### config.mk
export PLATFORM = sky130hd
export DESIGN_NAME = microcode_sequencer_flat
export DESIGN_NICKNAME = d
export VERILOG_FILES = /design/src/rtl/microcode_sequencer_if.sv /design/src/rtl/microcode_sequencer.sv /design/src/flat_wrapper.sv
export SDC_FILE = /design/constraint.sdc
export NUM_CORES = 1
export LEC_CHECK = 0
export CORE_ASPECT_RATIO = 0.5
export CORE_MARGIN = 5
export CORE_UTILIZATION = 46
export CTS_CLUSTER_DIAMETER = 150
export DETAILED_ROUTE_END_ITERATION = 12
export GPL_TIMING_DRIVEN = 0
export PLACE_DENSITY = 0.92
export SETUP_SLACK_MARGIN = 0.05
export SLEW_MARGIN = 20
export SYNTH_ARGS = -nofsm -noshare
export SYNTH_HDL_FRONTEND = slang
export SYNTH_SLANG_ARGS = --single-unit
export TNS_END_PERCENT = 50
### constraint.sdc
create_clock -name clk -period 2.75 [get_ports clk]
set_clock_uncertainty 0.1 [all_clocks]
set_input_delay 0.4125 -clock clk [delete_from_list [all_inputs] [get_ports clk]]
set_output_delay 0.4125 -clock clk [all_outputs]
set_load 0.02 [all_outputs]
### src/rtl/microcode_sequencer_if.sv
// Sequencer <-> datapath/ROM bundle: decode fields and memory handshake in,
// RT codes, status pulses and counters out.
interface microcode_sequencer_if #(
    parameter int INST_CNT_W = 16,
    parameter int CYC_CNT_W  = 32
);
    logic [3:0]            opcode;
    logic [5:0]            funct;
    logic                  mem_ready;
    logic [3:0]            rt_one;
    logic [3:0]            rt_two;
    logic [3:0]            state;
    logic                  inst_done;
    logic                  output_port_en;
    logic                  is_halted;
    logic [INST_CNT_W-1:0] num_inst;
    logic [CYC_CNT_W-1:0]  num_cycle;

    modport master (
        input  opcode, funct, mem_ready,
        output rt_one, rt_two, state, inst_done, output_port_en,
        is_halted, num_inst, num_cycle
    );

    modport slave (
        output opcode, funct, mem_ready,
        input  rt_one, rt_two, state, inst_done, output_port_en,
        is_halted, num_inst, num_cycle
    );
endinterface

### src/rtl/microcode_sequencer.sv
// Multi-cycle control sequencer for the 16-bit TSC CPU: steps a per-instruction FSM
// and emits two RT codes per cycle. Define PERF_COUNT_EN to build the cycle counter.
module microcode_sequencer #(
    parameter int INST_CNT_W = 16,
    parameter int CYC_CNT_W  = 32
) (
    input  logic                   clk,
    input  logic                   reset_n,
    microcode_sequencer_if.master  bus
);
    localparam logic [3:0] RT_IR_FETCH = 4'd0;
    localparam logic [3:0] RT_PC_INC   = 4'd1;
    localparam logic [3:0] RT_PC_IMM   = 4'd2;
    localparam logic [3:0] RT_JUMP     = 4'd3;
    localparam logic [3:0] RT_LINK     = 4'd4;
    localparam logic [3:0] RT_PC_REG   = 4'd5;
    localparam logic [3:0] RT_ALU_IMM  = 4'd6;
    localparam logic [3:0] RT_ALU_REG  = 4'd7;
    localparam logic [3:0] RT_BRANCH   = 4'd8;
    localparam logic [3:0] RT_WB_RT    = 4'd9;
    localparam logic [3:0] RT_WB_RD    = 4'd10;
    localparam logic [3:0] RT_MEM_RD   = 4'd11;
    localparam logic [3:0] RT_MEM_WR   = 4'd12;
    localparam logic [3:0] RT_WB_MDR   = 4'd13;
    localparam logic [3:0] RT_NOP      = 4'd14;

    // Bit 4 only separates WWD/JRL_EX from the 4-bit code they share on the state port.
    typedef enum logic [4:0] {
        S_IDLE    = 5'd0,
        S_FETCH   = 5'd1,
        S_DECODE  = 5'd2,
        S_R_EX    = 5'd3,
        S_R_WB    = 5'd4,
        S_I_EX    = 5'd5,
        S_I_WB    = 5'd6,
        S_ADDR_EX = 5'd7,
        S_LD_MEM  = 5'd8,
        S_LD_WB   = 5'd9,
        S_ST_MEM  = 5'd10,
        S_BR_EX   = 5'd11,
        S_JMP_EX  = 5'd12,
        S_JAL_EX  = 5'd13,
        S_JPR_EX  = 5'd14,
        S_HALT    = 5'd15,
        S_JRL_EX  = 5'd30,
        S_WWD     = 5'd31
    } state_t;

    state_t                r_state;
    state_t                w_next;
    logic                  r_halted;
    logic [INST_CNT_W-1:0] r_num_inst;
    logic [3:0]            w_rt_one;
    logic [3:0]            w_rt_two;
    logic                  w_inst_done;
    logic                  w_port_en;

    always_ff @(posedge clk or negedge reset_n) begin
        if (!reset_n) begin
            r_state    <= S_IDLE;
            r_halted   <= 1'b0;
            r_num_inst <= '0;
        end else begin
            r_state  <= w_next;
            r_halted <= r_halted | (r_state == S_HALT);
            if (w_inst_done)
                r_num_inst <= r_num_inst + INST_CNT_W'(1);
        end
    end

    always_comb begin
        w_next      = r_state;
        w_rt_one    = RT_NOP;
        w_rt_two    = RT_NOP;
        w_inst_done = 1'b0;
        w_port_en   = 1'b0;
        case (r_state)
            S_IDLE: w_next = S_FETCH;
            S_FETCH: begin
                w_rt_one = RT_IR_FETCH;
                // PC only advances on the cycle the fetch actually lands.
                if (bus.mem_ready) begin
                    w_rt_two = RT_PC_INC;
                    w_next   = S_DECODE;
                end
            end
            S_DECODE: begin
                w_rt_one = RT_PC_IMM;
                case (bus.opcode)
                    4'd0, 4'd1, 4'd2, 4'd3: w_next = S_BR_EX;
                    4'd4, 4'd5, 4'd6:       w_next = S_I_EX;
                    4'd7, 4'd8:             w_next = S_ADDR_EX;
                    4'd9:                   w_next = S_JMP_EX;
                    4'd10:                  w_next = S_JAL_EX;
                    4'd15: begin
                        case (bus.funct)
                            6'd25:   w_next = S_JPR_EX;
                            6'd26:   w_next = S_JRL_EX;
                            6'd28:   w_next = S_WWD;
                            6'd29:   w_next = S_HALT;
                            default: w_next = S_R_EX;
                        endcase
                    end
                    default:                w_next = S_FETCH;
                endcase
            end
            S_R_EX: begin
                w_rt_one = RT_ALU_REG;
                w_next   = S_R_WB;
            end
            S_R_WB: begin
                w_rt_one    = RT_WB_RD;
                w_inst_done = 1'b1;
                w_next      = S_FETCH;
            end
            S_I_EX: begin
                w_rt_one = RT_ALU_IMM;
                w_next   = S_I_WB;
            end
            S_I_WB: begin
                w_rt_one    = RT_WB_RT;
                w_inst_done = 1'b1;
                w_next      = S_FETCH;
            end
            S_ADDR_EX: begin
                w_rt_one = RT_ALU_IMM;
                w_next   = (bus.opcode == 4'd7) ? S_LD_MEM : S_ST_MEM;
            end
            S_LD_MEM: begin
                w_rt_one = RT_MEM_RD;
                if (bus.mem_ready)
                    w_next = S_LD_WB;
            end
            S_LD_WB: begin
                w_rt_one    = RT_WB_MDR;
                w_inst_done = 1'b1;
                w_next      = S_FETCH;
            end
            S_ST_MEM: begin
                w_rt_one = RT_MEM_WR;
                if (bus.mem_ready) begin
                    w_inst_done = 1'b1;
                    w_next      = S_FETCH;
                end
            end
            S_BR_EX: begin
                w_rt_one    = RT_BRANCH;
                w_inst_done = 1'b1;
                w_next      = S_FETCH;
            end
            S_JMP_EX: begin
                w_rt_one    = RT_JUMP;
                w_inst_done = 1'b1;
                w_next      = S_FETCH;
            end
            S_JAL_EX: begin
                w_rt_one    = RT_JUMP;
                w_rt_two    = RT_LINK;
                w_inst_done = 1'b1;
                w_next      = S_FETCH;
            end
            S_JPR_EX: begin
                w_rt_one    = RT_PC_REG;
                w_inst_done = 1'b1;
                w_next      = S_FETCH;
            end
            S_JRL_EX: begin
                w_rt_one    = RT_PC_REG;
                w_rt_two    = RT_LINK;
                w_inst_done = 1'b1;
                w_next      = S_FETCH;
            end
            S_WWD: begin
                w_rt_one    = RT_ALU_REG;
                w_port_en   = 1'b1;
                w_inst_done = 1'b1;
                w_next      = S_FETCH;
            end
            S_HALT: begin
                // Only the entry cycle retires HLT; afterwards the FSM just idles here.
                w_inst_done = ~r_halted;
                w_next      = S_HALT;
            end
            default: w_next = S_IDLE;
        endcase
    end

    assign bus.rt_one         = w_rt_one;
    assign bus.rt_two         = w_rt_two;
    assign bus.state          = r_state[3:0];
    assign bus.inst_done      = w_inst_done;
    assign bus.output_port_en = w_port_en;
    assign bus.is_halted      = r_halted;
    assign bus.num_inst       = r_num_inst;

`ifdef PERF_COUNT_EN
    logic [CYC_CNT_W-1:0] r_num_cycle;

    always_ff @(posedge clk or negedge reset_n) begin
        if (!reset_n)
            r_num_cycle <= '0;
        else if (r_state != S_IDLE && !r_halted && r_num_cycle != '1)
            r_num_cycle <= r_num_cycle + CYC_CNT_W'(1);
    end

    assign bus.num_cycle = r_num_cycle;
`else
    assign bus.num_cycle = '0;
`endif
endmodule

### src/flat_wrapper.sv
// flat-port wrapper written by rule: the top's interface ports become plain ports
module microcode_sequencer_flat 
#(
    parameter int INST_CNT_W = 16,
    parameter int CYC_CNT_W  = 32
)
  (clk, reset_n, bus_opcode, bus_funct, bus_mem_ready, bus_rt_one, bus_rt_two, bus_state, bus_inst_done, bus_output_port_en, bus_is_halted, bus_num_inst, bus_num_cycle);
  microcode_sequencer_if #(.INST_CNT_W(INST_CNT_W), .CYC_CNT_W(CYC_CNT_W)) bus_i ();
  input  logic clk;
  input  logic reset_n;
  input wire logic [$bits(bus_i.opcode)-1:0] bus_opcode;
  input wire logic [$bits(bus_i.funct)-1:0] bus_funct;
  input wire logic [$bits(bus_i.mem_ready)-1:0] bus_mem_ready;
  output wire logic [$bits(bus_i.rt_one)-1:0] bus_rt_one;
  output wire logic [$bits(bus_i.rt_two)-1:0] bus_rt_two;
  output wire logic [$bits(bus_i.state)-1:0] bus_state;
  output wire logic [$bits(bus_i.inst_done)-1:0] bus_inst_done;
  output wire logic [$bits(bus_i.output_port_en)-1:0] bus_output_port_en;
  output wire logic [$bits(bus_i.is_halted)-1:0] bus_is_halted;
  output wire logic [$bits(bus_i.num_inst)-1:0] bus_num_inst;
  output wire logic [$bits(bus_i.num_cycle)-1:0] bus_num_cycle;
  assign bus_i.opcode = bus_opcode;
  assign bus_i.funct = bus_funct;
  assign bus_i.mem_ready = bus_mem_ready;
  assign bus_rt_one = bus_i.rt_one;
  assign bus_rt_two = bus_i.rt_two;
  assign bus_state = bus_i.state;
  assign bus_inst_done = bus_i.inst_done;
  assign bus_output_port_en = bus_i.output_port_en;
  assign bus_is_halted = bus_i.is_halted;
  assign bus_num_inst = bus_i.num_inst;
  assign bus_num_cycle = bus_i.num_cycle;
  microcode_sequencer #(.INST_CNT_W(INST_CNT_W), .CYC_CNT_W(CYC_CNT_W)) u_core (.clk(clk), .reset_n(reset_n), .bus(bus_i));
endmodule
### Word level (Yosys, flattened, before mapping)

Cells that the tools add are included.
W data, S select, Z words.

* reduce and logical (&&, ||, !) cells: 13
* eq/ne operators: 35
* $add $sub $neg: 1
* bitwise operators: 2
* multiplexer cells: 13

Operator list (count)
* $pmux W4 S12: 1
* $pmux W5 S9: 1
* $eq A5 B4 Y1 const B: 8
* $pmux W5 S6: 1
* $eq A6 B5 Y1 const B: 4
* $eq A5 B3 Y1 const B: 4
* $pmux W5 S4: 1
* $add A16 B1 Y16 const B: 1
* $eq A4 B3 Y1 const B: 4
* $eq A4 B4 Y1 const B: 4
* $mux W5: 3
* $reduce_or A2 Y1: 6
* $eq A5 B2 Y1 const B: 2
* $eq A5 B5 Y1 const B: 2
* $reduce_or A10 Y1: 1
* $reduce_or A9 Y1: 1
* $eq A4 B2 Y1 const B: 2
* $pmux W4 S2: 1
* $ne A2 B2 Y1 const B: 3
* $eq A5 B1 Y1 const B: 1
* $logic_not A5 Y1: 1
* $eq A4 B1 Y1 const B: 1
* $logic_not A4 Y1: 1
* $mux W4: 1
* other kinds (8): 9

* flip-flop bits (word level): 22
* logic and storage cells: 67
* input bits: 13

### Depth between registers and ports, before layout

Gate-level depths: netlist of the first run.

* depth in word-level cells: 4
* mapped depth: 7
* depth with buffers taken out: 5

### Worst setup path after synthesis of the first run

Ideal clock, no wire load.

* path type: register -> output
* from: register u_core.r_state[3]
* to: output port bus_rt_two[3]
* buffers on the path: 2
* cell stages (with the launch flop): 7
* arrival time: 1.629 ns
* setup slack: 0.609 ns
* path through: dfrtp_1 clkbuf_1 inv_1 nand3_1 o21ai_0 a31oi_1 buf_4

* word-level cells in the longest chain between the ends: 3

Ends and longest elaborated chain
* start: declaration: RTL line microcode_sequencer.sv:49 `state_t r_state;`
* start signal: assignment: RTL line microcode_sequencer.sv:64 `r_state <= w_next;`
* $eq A5 B4 Y1 or $eq A5 B5 Y1 (tied branches): RTL line microcode_sequencer.sv:77 `case (r_state)`
* $reduce_or A2 Y1 (no source line)
* $pmux W4 S2 (*): RTL line microcode_sequencer.sv:77
* end: declaration: RTL line flat_wrapper.sv:15 `output wire logic [$bits(bus_i.rt_two)-1:0] bus_rt_two;`

Mark *: on every way between the ends. The rest lies on a longest branch, timed or not.

### Worst setup path after layout of the first run

* from: register u_core.r_state[2]
* to: output port bus_rt_one[0]

* word-level cells in the longest chain between the ends: 3

Ends and longest elaborated chain
* $eq A5 B2 Y1, or another cell as far along: RTL line microcode_sequencer.sv:77
* $reduce_or A2 Y1 (no source line)
* $pmux W4 S12 (*): RTL line microcode_sequencer.sv:77
* end: declaration: RTL line flat_wrapper.sv:14 `output wire logic [$bits(bus_i.rt_one)-1:0] bus_rt_one;`

Marks and branches as above.

==> reports/results.ini, run 1 <==
[synthesis]
synth.area.top_cells = dfrtp_1 30%, buf_4 15%, xnor2_1 7.3%, nand3_1 4.7%, nor2_1 3.3%
synth.avg_cell_area_sq_um = 8.294
synth_mux_area_share_pct = 1.246
synth_ff_type = dfrtp_1
yosys.area_share.simple_pct = 20.35
synth-xor-area-share_pct = 8.235
synth_top_area_share_pct = 30.45
netlist_instances = 218
synth-edff-count = 0
synthesis.area_sq_um = 1808
synthAdderAreaFrac_pct = 0.6920
synthDistinctLibCells = 48
synth_top_family_by_area = buffers and inverters
ys_seq_area_share_pct = 30.45
synth_seq_cells = 22
async_reset_ff_share_pct = 100.0
synth_warnings = 0
synth_area_leader_cell = dfrtp_1
synth-compound-area-share_pct = 17.72

[clock_network]
clkSlewWorstSetupHoldPaths_ns = 0.08
cts_made_buffers = 3
postCtsSetupBuffers = 0
cts_sinks = 22
clock_latency_ns = 0.26
cts.htree.levels = 1
cts_tree = done
clk_path_buf_depth = 2
cts-root-buf = clkbuf_8
postCtsHoldBufs = 0

[finish]
postLayoutCellArea_sq_um = 2467
fillCellCount = 330
area_growth_pct = 36.47
drive_gt1_share_pct = 21.16
fin_nets = 308
diodes = 0

[power_and_ir_drop]
p_leak_uw = 0.001154
switching_power_uw = 1002
intPower_uw = 1240
netSwitchingFraction_pct = 44.68
p_clk_share_pct = 13.3
p_comb_share_pct = 64.7
finalPower_uw = 2242
pwr-share-seq_pct = 22.0
ir_drop_uv = 373.3
power_density_nw_per_um2 = 908.7

[routing]
antenna_left = 0
finalWirelength_mm = 4.359
viasPerCell = 5.098
dr_total_vias = 1769
wl_per_cell_microns = 12.56
drc = 0
firstDrtPassIters = 4
drtIter0Drc = 134

[sta]
setup_viol = 0
hold_viol = 19
finalCriticalPeriod_ns = 2.561
rsz0062_at_grt = false
fin_tns_setup_ns = 0
post-route-period-util_pct = 93.14
slew_viol_final = 0
holdWs_ns = -0.009067
setup_ws_ns = 0.1887
fmax_mhz = 390.4

[floorplan]
num_io_pins = 76
start_util_pct = 47.04
die-area_sq_um = 5360
die_y_microns = 54.33
num_rows = 16
core-area_sq_um = 3844
die_x_microns = 98.66

[grt]
overflow = 0
grt_pass1_wl_mm = 6.762
busiest_layer = met2
grt_usage_pct = 15.46
grtUsageMet2_pct = 30.31
antenna_found_initial = 0
grt_start_max_net_pins = 23
grt_pass1_vias = 1529
grt_use_met1_pct = 17.29
use_met3_pct = 3.308

[setup_path]
worstSetupPathType = reg -> out
critPathArrivalTime_ns = 2.05
critPathCaptureType = output pin
critPathLaunchType = register
rr_worst_depth = 7
required_ns = 2.24
crit_fanout = 10

[status]
status = finished with violations
violations = negative hold slack

[job]
cap_violations = 0

[placed_design]
place_area_sq_um = 2392
pre_cts_slack_ns = 0.1044
port_buffers = 40
gp_congestion = 0.8764
dp_hpwl_mm = 3.354

[worst_hold_path]
hold_class = in -> async

==> per-layer routing <==
metal	wire length (microns)	vias to the layer above
li1	-	846
met1	1814	822
met2	2108	88
met3	355	13
met4	80	0
met5	0	-
==> cell type report <==
| class | instances | area [sq um] | share of cell area, % |
|---|---|---|---|
| Inverter | 7 | 26.28 | 1.065 |
| Multi-Input combinational cell | 169 | 992.2 | 40.21 |
| Clock inverter | 1 | 30.03 | 1.217 |
| Timing Repair Buffer | 40 | 397.9 | 16.13 |
| Sequential cell | 22 | 551.8 | 22.36 |
| Buffer | 51 | 360.3 | 14.60 |
| Tap cell | 54 | 67.56 | 2.738 |
| Clock buffer | 3 | 41.29 | 1.673 |
==> Yosys cell counts, drive strengths merged, types with 4 or more instances <==
library cell / instances
nand2: 12
and3: 4
nand3: 18
a21oi: 8
a31oi: 6
inv: 7
nor2: 16
o21ai: 9
xnor2: 15
buf: 48
dfrtp: 22
nand4: 6
==> critical path, cell delays in order, from the launching register on <==
cell,delay (ns)
dfrtp_1,0.41
buf_2,0.19
inv_1,0.17
mux2_2,0.35
o21ai_0,0.16
nand2_1,0.07
o31ai_1,0.06
dlygate4sd2_1,0.36
==> cell usage in the layout, fill, tap and decap left out, types with 3 or more instances in the layout <==
master,netlist,layout
dlymetal6s2s_1,0,3
o21ai_0,9,9
clkbuf_8,0,3
conb_1,1,32
o22ai_1,3,3
a22oi_1,3,3
a31oi_1,6,6
nand3_1,17,17
and3_1,4,4
nand4_1,6,6
a21oi_1,8,8
buf_4,37,37
nor2_1,16,16
nand2_1,12,12
xnor2_1,15,15
clkdlybuf4s50_1,0,32
dlygate4sd2_1,0,4
dfrtp_1,22,21
inv_1,7,7
buf_2,7,10
clkbuf_2,1,3
==> metrics by stage <==
step                      std cells  hold WS [ns]  util [%]
final                           347     -0.009067     64.19
after CTS                       347        0.3510     64.10
after floorplan                 249       0.01691         -
after detailed placement        343        0.3779     62.24
after global routing            347       0.03330     64.19
after global placement          343        0.3692     62.24
==> power groups by stage <==
stage | Sequential (uW) | Combinational, uW | Clock (uW)
global placement | 493 | 1450 | 0
floorplan | 538 | 939 | 0
global route | 506 | 1550 | 315
detailed placement | 496 | 1470 | 0
CTS | 490 | 1450 | 303
finish | 492 | 1450 | 299
==> sequential cells by signal, indices dropped and copies added, names as in the netlist <==
register,flops
u_core.bus.is_halted,1
u_core.r_state,5
u_core.bus.num_inst,16
==> final timing paths <==
kind | end | slack (ns) | from
worst min-delay path | u_core.bus.num_inst[8] | -0.009 | reset_n
worst max register to register | u_core.bus.num_inst[11] | 0.89 | u_core.r_state[0]
worst min register to register | u_core.bus.num_inst[15] | 0.38 | u_core.bus.num_inst[15]
min in group clk | u_core.r_state[4] | 0.36 | bus_opcode[0]
max in group asynchronous | u_core.r_state[3] | 2.22 | reset_n
worst max-delay path | bus_rt_one[0] | 0.19 | u_core.r_state[2]
==> repair_timing <==
| action | 4_1_cts | 5_1_grt |
|---|---|---|
| setup endpoints to repair | 8 | 3 |
| cloned | 0 | 0 |
| resized for setup | 8 | 4 |
==> kinds of logic (layout without fill, tap and decap cells) <==
family / count (synthesis) / count (layout)
flops: 22 / 22
mux: 2 / 2
buf+inv: 58 / 102
simple gates: 71 / 71
xor+xnor: 17 / 17
other cells: 1 / 32
fa+ha+maj: 1 / 1
compound gates: 46 / 46
(Power assumes the default switching activity.)
==> run 2: changes to the inputs <==
--- a/config.mk
+++ b/config.mk
@@ -6,8 +6,8 @@
 export NUM_CORES = 1
 export LEC_CHECK = 0
 export CORE_ASPECT_RATIO = 0.5
-export CORE_MARGIN = 5
 export CORE_UTILIZATION = 46
+export CTS_BUF_LIST = sky130_fd_sc_hd__clkbuf_16
 export CTS_CLUSTER_DIAMETER = 150
 export DETAILED_ROUTE_END_ITERATION = 12
 export GPL_TIMING_DRIVEN = 0
==> run 2 against run 1 <==
The flow now finishes without violations; combinational power is 3% higher; routed wire length is 4.2% lower; highest routed layer unchanged; non-clock buffer count is 1 higher; flip-flop and latch count stayed put; final area is 0.86% higher; total power is 1.7% higher; die area is 22% lower; utilization is 5.2 points higher; clock-buffer cell count stayed put; first-iteration DRC count is 20% higher; critical endpoint is now bus_rt_two[0]; global-route usage is 5.1 points higher.
==> reports/results.ini, run 2 (same netlist as run 1, synthesis figures left out) <==
[finish]
final_cells = 345  ; -0.58%
layout_common_cells = 39 x buf_4, 33 x clkdlybuf4s50_1, 32 x conb_1, 21 x dfrtp_1, 17 x nand3_1
fin_nets = 309  ; +0.32%
largest_register_ffs = 16  ; unchanged
drive_gt1_share_pct = 21.09  ; -0.072 points
diodes = 0  ; unchanged
area_growth_pct = 37.65
postLayoutCellArea_sq_um = 2489  ; +0.86%
final_common_cell = buf_4

[routing]
wl_per_cell_microns = 12.10  ; -3.6%
finalWirelength_mm = 4.176  ; -4.2%
drc = 0  ; unchanged
drtIter0Drc = 161  ; +20%
firstDrtPassIters = 4  ; unchanged
viasPerCell = 4.962  ; -2.7%
dr_total_vias = 1712  ; -3.2%
antenna_left = 0  ; unchanged

[floorplan]
die_x_microns = 90.66  ; -8.1%
die_y_microns = 46.33  ; -15%
num_io_pins = 76  ; unchanged
core-area_sq_um = 3585  ; -6.7%
die-area_sq_um = 4200  ; -22%
num_rows = 15  ; -1
start_util_pct = 50.44  ; +3.4 points

[sta]
slew_viol_final = 0  ; unchanged
setup_viol = 0  ; unchanged
rsz0062_at_grt = false
post-route-period-util_pct = 92.74  ; -0.40 points
tightestPinTransition_ns = 0.9507
hold_viol = 0  ; -19
fmax_mhz = 392.1  ; +0.43%
fin_tns_setup_ns = 0  ; unchanged
finalCriticalPeriod_ns = 2.550  ; -0.01108 ns
relSlewSlack_pct = 36.42

[clock_network]
cts_sinks = 22  ; unchanged
cts_tree = done
clk_path_buf_depth = 2  ; unchanged
cts-root-buf = clkbuf_16
postCtsHoldBufs = 0  ; unchanged
clock_latency_ns = 0.25  ; about the same
cts_made_buffers = 3  ; unchanged
clkSlewWorstSetupHoldPaths_ns = 0.06  ; -0.02 ns
cts.htree.levels = 1  ; unchanged

[grt]
overflow = 0  ; unchanged
antenna_found_initial = 0  ; unchanged
grt_pass1_wl_mm = 6.762  ; unchanged
grt_usage_pct = 20.59  ; +5.1 points
grt_start_max_net_pins = 23  ; unchanged
grt_pass1_vias = 1464  ; -4.3%

[setup_path]
worstSetupPathType = reg -> out
crit_chain = clkbuf_4, buf_2, nor2_1, nand3_1, inv_1, clkdlybuf4s50_1
crit_fanout = 10  ; unchanged
critPathArrivalTime_ns = 2.04  ; about the same
critPathLaunchType = register
cpPeakStageDelay_ns = 0.59  ; +0.18 ns
critPathCaptureType = output pin
rr_worst_depth = 6  ; -1
required_ns = 2.24  ; about the same
cpMaxStageDelayCell = clkdlybuf4s50_1

[power_and_ir_drop]
ir_drop_uv = 337.3  ; -9.6%
p_leak_uw = 0.001176  ; +1.8%
switching_power_uw = 1013  ; +1.2%
pwr-share-seq_pct = 21.8  ; -0.2 points
intPower_uw = 1267  ; +2.1%
p_comb_share_pct = 65.1  ; +0.4 points
power_density_nw_per_um2 = 916.2  ; +0.82%
netSwitchingFraction_pct = 44.45  ; -0.23 points
finalPower_uw = 2280  ; +1.7%
p_clk_share_pct = 13.1  ; -0.2 points

[placed_design]
port_buffers = 40  ; unchanged
place_area_sq_um = 2389  ; -0.16%
dp_cells = 340  ; -0.87%
dp_hpwl_mm = 3.154  ; -6.0%
gp_congestion = 0.9372  ; +6.9%

[job]
cap_violations = 0  ; unchanged

[worst_hold_path]
hold_path_depth = 1
hold_class = reg -> reg

[status]
status = complete, no violations

[run 2: area by class of cell]
cell class	count	area, sq um
clock buffers	3	75.07
fillers	295	1096
clock inverters	1	3.754
inverters	7	26.28
repair buffers	41	412.9
plain buffers	51	362.8
flip-flops and latches	22	551.8
multi-input cells	169	992.2
well taps	51	63.81
[run 2: metal layers]
layer / track usage (%) / part of all wire, %
met5: 0 / 0
met4: 2.903 / 0.96
met3: 3.960 / 6.6
met2: 39.39 / 49
met1: 25.50 / 43
[run 2: timing repair]
item,4_1_cts,5_1_grt
gates cloned,0,0
setup endpoints to repair,8,4
buffers inserted,1,0
pin swaps,1,0
gates resized for setup,8,5
[run 2: worst max-delay path, delay by kind of cell (launching register included)]
family,cells,cell delay (ns)
and+or+nand+nor,2,0.27
buffers and inverters,4,1.07
DFF,1,0.44
[run 2: per-stage QoR]
| step | utilization [%] | setup slack (ns) | hold slack, ns |
|---|---|---|---|
| final | 69.42 | 0.1998 | 0.3721 |
| after global routing | 69.42 | 0.06789 | 0.3923 |
| after CTS | 69.08 | 0.07941 | 0.3711 |
| after detailed placement | 66.63 | 0.1286 | 0.3647 |
| after global placement | 66.63 | 0.1958 | 0.3609 |
| after floorplan | - | 0.6087 | 0.01691 |
[run 2: power by group through the flow]
stage / clock, uW / combinational, uW / sequential (uW)
2_1_floorplan: 0 / 939 / 538
3_3_place_gp: 0 / 1450 / 493
3_5_place_dp: 0 / 1470 / 500
4_1_cts: 305 / 1480 / 497
5_1_grt: 319 / 1600 / 514
6_report: 298 / 1490 / 497
[run 2: final timing paths]
check | start | end | slack (ns)
max | u_core.r_state[1] | bus_rt_two[0] | 0.20
min | u_core.bus.num_inst[15] | u_core.bus.num_inst[15] | 0.37
max reg2reg | u_core.r_state[0] | u_core.bus.num_inst[1] | 0.90
min reg2reg | u_core.bus.num_inst[15] | u_core.bus.num_inst[15] | 0.37
max in group asynchronous | reset_n | u_core.r_state[3] | 1.32
min in group asynchronous | reset_n | u_core.r_state[4] | 0.59
